### src/rtl/fft_pkg.sv
// Shared types and helpers for the FFT frame capture path.
package fft_pkg;
    localparam int DW_DEFAULT = 32;
    localparam int MAX_LAYER  = 10;

    typedef struct packed {
        logic [DW_DEFAULT-1:0] re;
        logic [DW_DEFAULT-1:0] im;
    } cplx_t;

    typedef enum logic [1:0] {IDLE, CAPTURE, DRAIN} state_t;

    // Reverse the low `width` bits of value; upper bits come back zero.
    function automatic logic [MAX_LAYER-1:0] bitrev(input logic [MAX_LAYER-1:0] value,
                                                    input int width);
        logic [MAX_LAYER-1:0] r;
        logic [MAX_LAYER-1:0] v;
        r = '0;
        v = value;
        for (int i = 0; i < MAX_LAYER; i++) begin
            if (i < width) begin
                r = {r[MAX_LAYER-2:0], v[0]};
                v = v >> 1;
            end
        end
        return r;
    endfunction
endpackage

### src/rtl/fft_frame_capture_if.sv
// Input sample stream plus valid/ready replay stream of the frame capture block.
interface fft_frame_capture_if #(
    parameter int DW    = 32,
    parameter int LAYER = 5
);
    logic            start;
    logic            over;
    logic [DW-1:0]   data_in_real;
    logic [DW-1:0]   data_in_img;
    logic [DW-1:0]   data_out_real;
    logic [DW-1:0]   data_out_img;
    logic [LAYER-1:0] out_index;
    logic            out_valid;
    logic            out_last;
    logic            out_ready;
    logic            busy;
    logic            frame_err;

    modport master (
        output start, over, data_in_real, data_in_img, out_ready,
        input  data_out_real, data_out_img, out_index, out_valid, out_last, busy, frame_err
    );

    modport slave (
        input  start, over, data_in_real, data_in_img, out_ready,
        output data_out_real, data_out_img, out_index, out_valid, out_last, busy, frame_err
    );
endinterface

### src/rtl/fft_frame_ram.sv
// Simple dual-port frame buffer: one write port, one registered read port, no reset.
module fft_frame_ram #(
    parameter int AW = 5,
    parameter int W  = 64
) (
    input  logic          clk,
    input  logic          we,
    input  logic [AW-1:0] waddr,
    input  logic [W-1:0]  wdata,
    input  logic          re,
    input  logic [AW-1:0] raddr,
    output logic [W-1:0]  rdata
);
    logic [W-1:0] mem [1<<AW];

    always_ff @(posedge clk) begin
        if (we) mem[waddr] <= wdata;
        if (re) rdata <= mem[raddr];
    end
endmodule

### src/rtl/fft_frame_capture.sv
// Captures one bit-reversed FFT frame and replays it in natural order on valid/ready.
module fft_frame_capture
    import fft_pkg::*;
#(
    parameter int LAYER  = 5,
    parameter int DW     = DW_DEFAULT,
    parameter int BITREV = 1
) (
    input logic clk,
    input logic rst,
    fft_frame_capture_if.slave bus
);
    localparam int N = 1 << LAYER;

    state_t           state, state_n;
    logic [LAYER-1:0] cnt, cnt_n, cnt_br, waddr;
    logic [LAYER:0]   rd_cnt;
    logic             err_n, we, re, hs;
    logic [2*DW-1:0]  rdata, skid, dout;
    logic             skid_vld, out_valid, out_last, frame_err;
    logic [LAYER-1:0] out_index;

    assign hs     = out_valid && bus.out_ready;
    assign cnt_br = LAYER'(bitrev(MAX_LAYER'(cnt), LAYER));

    always_ff @(posedge clk or posedge rst) begin
        if (rst) state <= IDLE;
        else     state <= state_n;
    end

    always_comb begin
        state_n = state;
        cnt_n   = cnt;
        err_n   = 1'b0;
        case (state)
            IDLE: if (bus.start) begin
                state_n = CAPTURE;
                cnt_n   = LAYER'(1);
            end
            CAPTURE: begin
                if (bus.start) begin
                    // restart: the new start sample becomes sample 0
                    err_n = 1'b1;
                    cnt_n = LAYER'(1);
                end else if (bus.over && cnt == LAYER'(N-1)) begin
                    state_n = DRAIN;
                    cnt_n   = '0;
                end else if (bus.over || cnt == LAYER'(N-1)) begin
                    err_n   = 1'b1;
                    state_n = IDLE;
                    cnt_n   = '0;
                end else begin
                    cnt_n = cnt + LAYER'(1);
                end
            end
            DRAIN: begin
                err_n = bus.start;
                if (hs && out_last) state_n = IDLE;
            end
            default: state_n = IDLE;
        endcase
    end

    always_comb begin
        we    = (state == CAPTURE) || (state == IDLE && bus.start);
        waddr = bus.start ? '0 : ((BITREV != 0) ? cnt_br : cnt);
        // next read issues alongside the handshake of the current word
        re    = (state == DRAIN) && (rd_cnt < (LAYER+1)'(N)) && (!out_valid || bus.out_ready);
    end

    fft_frame_ram #(.AW(LAYER), .W(2*DW)) u_ram (
        .clk   (clk),
        .we    (we),
        .waddr (waddr),
        .wdata ({bus.data_in_real, bus.data_in_img}),
        .re    (re),
        .raddr (rd_cnt[LAYER-1:0]),
        .rdata (rdata)
    );

    always_ff @(posedge clk or posedge rst) begin
        if (rst) begin
            cnt       <= '0;
            rd_cnt    <= '0;
            out_valid <= 1'b0;
            out_last  <= 1'b0;
            out_index <= '0;
            frame_err <= 1'b0;
            skid_vld  <= 1'b0;
            skid      <= '0;
        end else begin
            cnt       <= cnt_n;
            frame_err <= err_n;
            if (state != DRAIN) rd_cnt <= '0;
            else if (re)        rd_cnt <= rd_cnt + (LAYER+1)'(1);
            if (re) begin
                out_valid <= 1'b1;
                out_index <= rd_cnt[LAYER-1:0];
                out_last  <= (rd_cnt == (LAYER+1)'(N-1));
            end else if (hs) begin
                out_valid <= 1'b0;
                out_last  <= 1'b0;
            end
            // park the prefetched word while the consumer stalls
            if (re || hs) begin
                skid_vld <= 1'b0;
            end else if (out_valid && !skid_vld) begin
                skid_vld <= 1'b1;
                skid     <= rdata;
            end
        end
    end

    assign dout              = out_valid ? (skid_vld ? skid : rdata) : '0;
    assign bus.data_out_real = dout[2*DW-1:DW];
    assign bus.data_out_img  = dout[DW-1:0];
    assign bus.out_valid     = out_valid;
    assign bus.out_last      = out_last;
    assign bus.out_index     = out_index;
    assign bus.frame_err     = frame_err;
    assign bus.busy          = (state != IDLE);
endmodule
### src/flat_wrapper.sv
// flat-port wrapper written by rule: the top's interface ports become plain ports
module fft_frame_capture_flat import fft_pkg::*;
#(
    parameter int LAYER  = 5,
    parameter int DW     = DW_DEFAULT,
    parameter int BITREV = 1
)
  (clk, rst, bus_start, bus_over, bus_data_in_real, bus_data_in_img, bus_out_ready, bus_data_out_real, bus_data_out_img, bus_out_index, bus_out_valid, bus_out_last, bus_busy, bus_frame_err);
  fft_frame_capture_if #(.DW(DW), .LAYER(LAYER)) bus_i ();
  input logic clk;
  input logic rst;
  input wire logic [$bits(bus_i.start)-1:0] bus_start;
  input wire logic [$bits(bus_i.over)-1:0] bus_over;
  input wire logic [$bits(bus_i.data_in_real)-1:0] bus_data_in_real;
  input wire logic [$bits(bus_i.data_in_img)-1:0] bus_data_in_img;
  input wire logic [$bits(bus_i.out_ready)-1:0] bus_out_ready;
  output wire logic [$bits(bus_i.data_out_real)-1:0] bus_data_out_real;
  output wire logic [$bits(bus_i.data_out_img)-1:0] bus_data_out_img;
  output wire logic [$bits(bus_i.out_index)-1:0] bus_out_index;
  output wire logic [$bits(bus_i.out_valid)-1:0] bus_out_valid;
  output wire logic [$bits(bus_i.out_last)-1:0] bus_out_last;
  output wire logic [$bits(bus_i.busy)-1:0] bus_busy;
  output wire logic [$bits(bus_i.frame_err)-1:0] bus_frame_err;
  assign bus_i.start = bus_start;
  assign bus_i.over = bus_over;
  assign bus_i.data_in_real = bus_data_in_real;
  assign bus_i.data_in_img = bus_data_in_img;
  assign bus_i.out_ready = bus_out_ready;
  assign bus_data_out_real = bus_i.data_out_real;
  assign bus_data_out_img = bus_i.data_out_img;
  assign bus_out_index = bus_i.out_index;
  assign bus_out_valid = bus_i.out_valid;
  assign bus_out_last = bus_i.out_last;
  assign bus_busy = bus_i.busy;
  assign bus_frame_err = bus_i.frame_err;
  fft_frame_capture #(.LAYER(LAYER), .DW(DW), .BITREV(BITREV)) u_core (.clk(clk), .rst(rst), .bus(bus_i));
endmodule
### config.mk
export PLATFORM = sky130hd
export DESIGN_NAME = fft_frame_capture_flat
export DESIGN_NICKNAME = d
export VERILOG_FILES = /design/src/rtl/fft_pkg.sv /design/src/rtl/fft_frame_capture_if.sv /design/src/rtl/fft_frame_ram.sv /design/src/rtl/fft_frame_capture.sv /design/src/flat_wrapper.sv
export SDC_FILE = /design/constraint.sdc
export NUM_CORES = 2
export LEC_CHECK = 0
export CAP_MARGIN = 20
export CORE_ASPECT_RATIO = 0.5
export CORE_MARGIN = 4
export CORE_UTILIZATION = 30
export DETAILED_ROUTE_END_ITERATION = 6
export DONT_BUFFER_PORTS = 1
export GPL_ROUTABILITY_DRIVEN = 0
export GPL_TIMING_DRIVEN = 0
export PLACE_DENSITY = 0.5
export SYNTH_ARGS = -nofsm -noshare
export SYNTH_HDL_FRONTEND = slang
export SYNTH_SLANG_ARGS = --single-unit
### constraint.sdc
create_clock -name clk -period 5 [get_ports clk]
set_input_delay 0.5 -clock clk [delete_from_list [all_inputs] [get_ports clk]]
set_output_delay 0.5 -clock clk [all_outputs]
set_load 0.1 [all_outputs]
======== Yosys cells after proc, flatten, opt, wreduce, memory -nomap -nowiden ========
Memory sizes are Yosys's and may differ from the RTL's. A register that Yosys moved wholly into a read port is not among the register bits.
Index checks and enable logic that the tools add are counted.
cells by class
  muxes and demuxes ....................... 27
  bitwise operators ....................... 1
  eq/ne operators ......................... 9
  reductions and logical operators ........ 22
  add/subtract/negate cells ............... 2
  $lt $le $gt $ge ......................... 1
operator list
  kind                                                                      number
  64-bit two-way mux                                                        2
  5-bit two-way mux                                                         5
  6-bit two-way mux                                                         2
  1-bit two-way mux                                                         10
  2-bit two-way mux                                                         5
  5-bit one-hot mux with 2 select lines                                     1
  2-bit nonzero test                                                        5
  1-bit logical AND                                                         7
  6-bit by 1-bit adder with 6-bit output (second input constant)            1
  6-bit by 5-bit equality test with 1-bit output (second input constant)    1
  6-bit less-than comparator (second input constant)                        1
  2-bit inequality test (second input constant)                             3
  2-bit one-hot mux with 3 select lines                                     1
  5-bit by 1-bit adder with 5-bit output (second input constant)            1
  5-bit equality test (second input constant)                               1
  1-bit logical OR                                                          4
  2-bit AND reduction                                                       2
  4-bit AND reduction                                                       1
  3-bit by 1-bit inequality test with 1-bit output (second input constant)  1
  2-bit by 1-bit equality test with 1-bit output (second input constant)    1
  2-bit equality test (second input constant)                               1
  1-bit logical NOT                                                         2
  2-bit logical NOT                                                         1
  2-bit by 1-bit inequality test with 1-bit output (second input constant)  1
  2 further kinds                                                           2
word-level totals
  memory bits (writable) .................. 2048
  register bits after elaboration ......... 86
  memories ................................ 1
  logic and storage cells ................. 72
  bits of input ports ..................... 69
  output and inout port bits .............. 73
memories
  name              depth  width  read ports  clocked after memory_dff  write ports  RTL line             RTL
  u_core.u_ram.mem  32     64     1           1                         1            fft_frame_ram.sv:14  logic [W-1:0] mem [1<<AW];

======== Logic depth before layout (Yosys ltp) ========
  word-level depth ........................ 6
  depth in mapped cells ................... 10
  depth with buffers taken out ............ 9

======== Cells and area by module ========
A second synthesis with hierarchy kept.
second synthesis, totals
  cells, all modules ...................... 3489
  area total of the unflattened synthesis .. 84325.9 um^2
modules (own cells, without submodules)
  module             times used  cells each  area each (um^2)
  fft_frame_ram      1           3097        79605.1
  fft_frame_capture  1           392         4720.8

======== Worst setup path after synthesis ========
OpenSTA, ideal clock, no wires.
  kind .................................... reg-to-reg
  start point ............................. reg u_core.out_valid (netlist: u_core.bus.out_valid)
  end point ............................... reg u_core.out_index[0] (netlist: u_core.bus.out_index[0])
  data arrival time ....................... 4446 ps
  cell stages (with the launch flop) ...... 5
  buffers on the path ..................... 1
  data required time ...................... 4875 ps
  setup time .............................. 125 ps
  path slack .............................. 428 ps
  cells stage by stage .................... dfrtp_1 > nor2b_1 > clkbuf_1 > nor3_2 > mux2_2
on the way
  cells in the longest elaborated chain, start to end .. 3
RTL lines
  element                 RTL line                  RTL
  from (decl)             fft_frame_capture.sv:20   logic skid_vld, out_valid, out_last, frame_err;
  from (signal assigned)  fft_frame_capture.sv:85   out_valid <= 1'b0;
  from (signal assigned)  fft_frame_capture.sv:97   out_valid <= 1'b1;
  from (signal assigned)  fft_frame_capture.sv:101  out_valid <= 1'b0;
  1-bit logical NOT       fft_frame_capture.sv:68   re = (state == DRAIN) && (rd_cnt < (LAYER+1)'(N)) && (!out_valid || bus.out_ready);
  1-bit logical OR        fft_frame_capture.sv:68
  1-bit logical AND       fft_frame_capture.sv:68
  net u_core.re           fft_frame_capture.sv:18   logic err_n, we, re, hs;
  to (signal assigned)    fft_frame_capture.sv:98   out_index <= rd_cnt[LAYER-1:0];
  to (decl)               fft_frame_capture.sv:21   logic [LAYER-1:0] out_index;
The timed path passes the listed nets, and every way through them passes these cells.
A chain may end at the register's enable or synchronous reset.

======== Final worst setup path ========
  start point ............................. reg u_core.skid_vld
  end point ............................... out bus_data_out_img[21]
on the way
  cells in the longest elaborated chain, start to end .. 2
RTL lines
  element                           RTL line                  RTL
  from (decl)                       fft_frame_capture.sv:20
  from (signal assigned)            fft_frame_capture.sv:89   skid_vld <= 1'b0;
  from (signal assigned)            fft_frame_capture.sv:106  skid_vld <= 1'b0;
  from (signal assigned)            fft_frame_capture.sv:108  skid_vld <= 1'b1;
  64-bit two-way mux (2 in series)  fft_frame_capture.sv:114  assign dout = out_valid ? (skid_vld ? skid : rdata) : '0;
  to (decl)                         flat_wrapper.sv:18        output wire logic [$bits(bus_i.data_out_img)-1:0] bus_data_out_img;
Every way passes these cells.

==> impl_results.md <==
- Status: completed
- CTS Buf Count: 210
- Io pins: 142
- Worst Skew: 0.02601 ns
- Total grt overflow: 0
- Pin count of the biggest net entering global routing: 48
- H-tree Lvls: 4
- Reg clk slew, reported paths: around 0.070 ns
- DIE AREA: approximately 290,000 um^2
- CP Class: reg2out
- Fin Setup TNS: 0 ns
- RSZ-0062 raised after global routing: no
- Vias in the first global route: ~42,000
- Leakage: between 30 and 40 nW
- Hold WC Path Type: in2reg
- Relative slew slack: between 15 and 20%
- Post-synth top flop: edfxtp_1
- Layout Cells excl Fill: 7,934
- Initial DRC count: between 5,000 and 6,000
- First-pass GRT wire length: ~350,000 um
- Syn avg cell area: 22.86 um^2
- Final min period: 4.458 ns
- Vias per cell: 5.277
- Clock tree buffer depth: 3
- Wire per inst: 32.15 um
- Synthesis-to-finish area growth: 18.70%
- Post-CTS Setup Bufs: 0
- Input/output buffers: 0
- Final WL: 255,100 um
- Critical Path RT: 4.50 ns
- Combined area of the multi-input logic cells: ~17,000 um^2
- Synth cell count leaders: 2,112 x edfxtp_1, 482 x mux4_2, 234 x o22ai_1, 127 x mux2i_1, 86 x dfrtp_1
- # resized after CTS: 0
- Core area: 275,700 um^2
- Max_cap viols: 0
- Initial antenna violation count: 22
- Syn nets: 3,726
- Fillers: 25,129
- Skew-Pair Late Insertion Delay: 0.83 ns
- Post-Syn Area: 83,410 um^2
- Yosys top cell area share: 76.04%
- Post-DP Area: 91,140 um^2
- Fmax: 224.3 MHz
- Dpl hpwl: 168,200 um
- GRT Total Usage: 17.32%
- Clk root buf: clkbuf_16
- Yosys warns: 0
- Mapped Cells: around 3,600
- Post-synthesis register bit count: 2,198
- Detailed-route via count: roughly 42,000
- Critical Path Fanout Max: 10
- Sequential cell area fraction in the yosys report: 78.62%
- Placed insts: 7,439
- Post-synth ARST share: 3.913%
- Top cells by area, synth: edfxtp_1 76%, mux4_2 13%, dfrtp_1 2.6%, o22ai_1 1.8%, mux2i_1 1.5%
- Final Max Slew Viols: 0
- Rows: 136
- Final setup violation count: 0
- Worst-Margin Slew: 1.206 ns
- CTS tree: done
- Post-CTS Hold Buffers: 70
- Cell area after layout: 99,010 um^2
- First drt pass iteration count: 5
- Final hold violation count: 0
- Worst Setup End Kind: output pin
- Share of post-route cells with drive strength above 1: 30.00%
- Critical Path AT: ~4 ns
- Clock sinks: 2,198
- Chip width: 753.7 um
- Antenna viol nets, final: 0
- Area leader, netlist: edfxtp_1
- Final Util: 35.92%
- Initial Utilization: 30.26%
- Worst setup SP type: flop
- Pwr/cell area: 391.6 nW/um^2
- Post-synth EDFFs: between 2,000 and 2,500
- Final nets: between 4,000 and 5,000
- Register area: about 66,000 um^2
- Final routed DRC violation total: 0
- VDD IR max: 0.3070 mV
- Yosys cell types: 46
- Top-count cell post-synth: edfxtp_1
- Crit share post-route: 89.16%
- Height of the chip: around 380 um
[worst paths after layout]
check	start	to	slack [ns]	cells past startpoint
worst min-delay path	bus_start	u_core.cnt[4]	0.11	2
worst max-delay path	u_core.skid_vld	bus_data_out_img[21]	0.54	5
worst max register to register	u_core.rd_cnt[3]	u_core.u_ram.rdata[18]	1.00	6
max in group asynchronous	rst	u_core.skid[14]	4.00	3
min in group asynchronous	rst	u_core.skid[50]	0.21	2
worst min register to register	u_core.skid[5]	u_core.skid[5]	0.50	1
[per-stage QoR]
step	hold WS [ns]	power, mW	worst slack (ns)
floorplan	0.4804	22.59	0.4283
global placement	0.4863	23.09	-5.084
detailed placement	0.4109	23.61	0.9085
CTS	0.02916	39.05	0.3633
global route	0.08988	40.03	0.4052
finish	0.1123	38.77	0.5418
[logic make-up after synthesis]
kind of cell / Yosys count / synth area share [%]
AOI/OAI and AO/OA: 302 / 2.292
muxes: 694 / 15.69
buffers and inverters: 212 / 1.587
adders and majority gates: 9 / 0.1350
xor gates and xnor gates: 4 / 0.04200
and+or+nand+nor: 229 / 1.643
DFF: 2198 / 78.62
[cell type report]
| class | instances | share of cell area (%) |
|---|---|---|
| multi-input cells | 1238 | 17.10 |
| repair buffers | 228 | 4.098 |
| diodes | 7 | 0.01769 |
| inverters | 11 | 0.04676 |
| clock inverters | 103 | 0.7532 |
| well taps | 3657 | 4.622 |
| plain buffers | 201 | 1.304 |
| clock buffers | 291 | 5.823 |
| flip-flops and latches | 2198 | 66.23 |
[state kept, by name (all words and copies together), names as in the netlist]
name / count
u_core.u_ram.rdata: 64
u_core.u_ram.mem: 2048
u_core.bus.out_index: 5
u_core.rd_cnt: 6
u_core.bus.frame_err: 1
u_core.skid_vld: 1
u_core.bus.out_valid: 1
u_core.state: 2
u_core.cnt: 5
u_core.bus.out_last: 1
u_core.skid: 64
[cell usage in the layout (no fill, tap or decap), types with 64 or more instances in the layout]
cell type      count
buf_2             86
dlygate4sd3_1     67
o22ai_1          234
mux2i_1          127
mux4_2           482
mux2_2            85
nor2b_2           64
dfrtp_1           86
clkbuf_16        222
edfxtp_1        2112
buf_12           114
clkbuf_1         104
[power breakdown]
group          switching, mW  internal [mW]  leakage [nW]
registers              0.197           20.8          20.2
logic                   1.58          0.978          6.81
clock network           6.76           8.49          3.18
total                   8.54           30.2          30.2
[critical path, stage by stage (launching register included)]
cell and delay, ns:
dfrtp_1 0.32, clkbuf_1 0.29, buf_2 0.67, buf_2 0.50
mux2i_1 0.39, nor2b_2 0.94
[layer usage]
metal	up-vias	GRT usage (%)	part of all wire [%]
li1	16469	-	-
met1	23073	24.95	44
met2	1929	26.51	45
met3	386	3.582	7.9
met4	8	5.109	3.0
met5	-	0	0.019
Power figures use the tool's default switching activity.
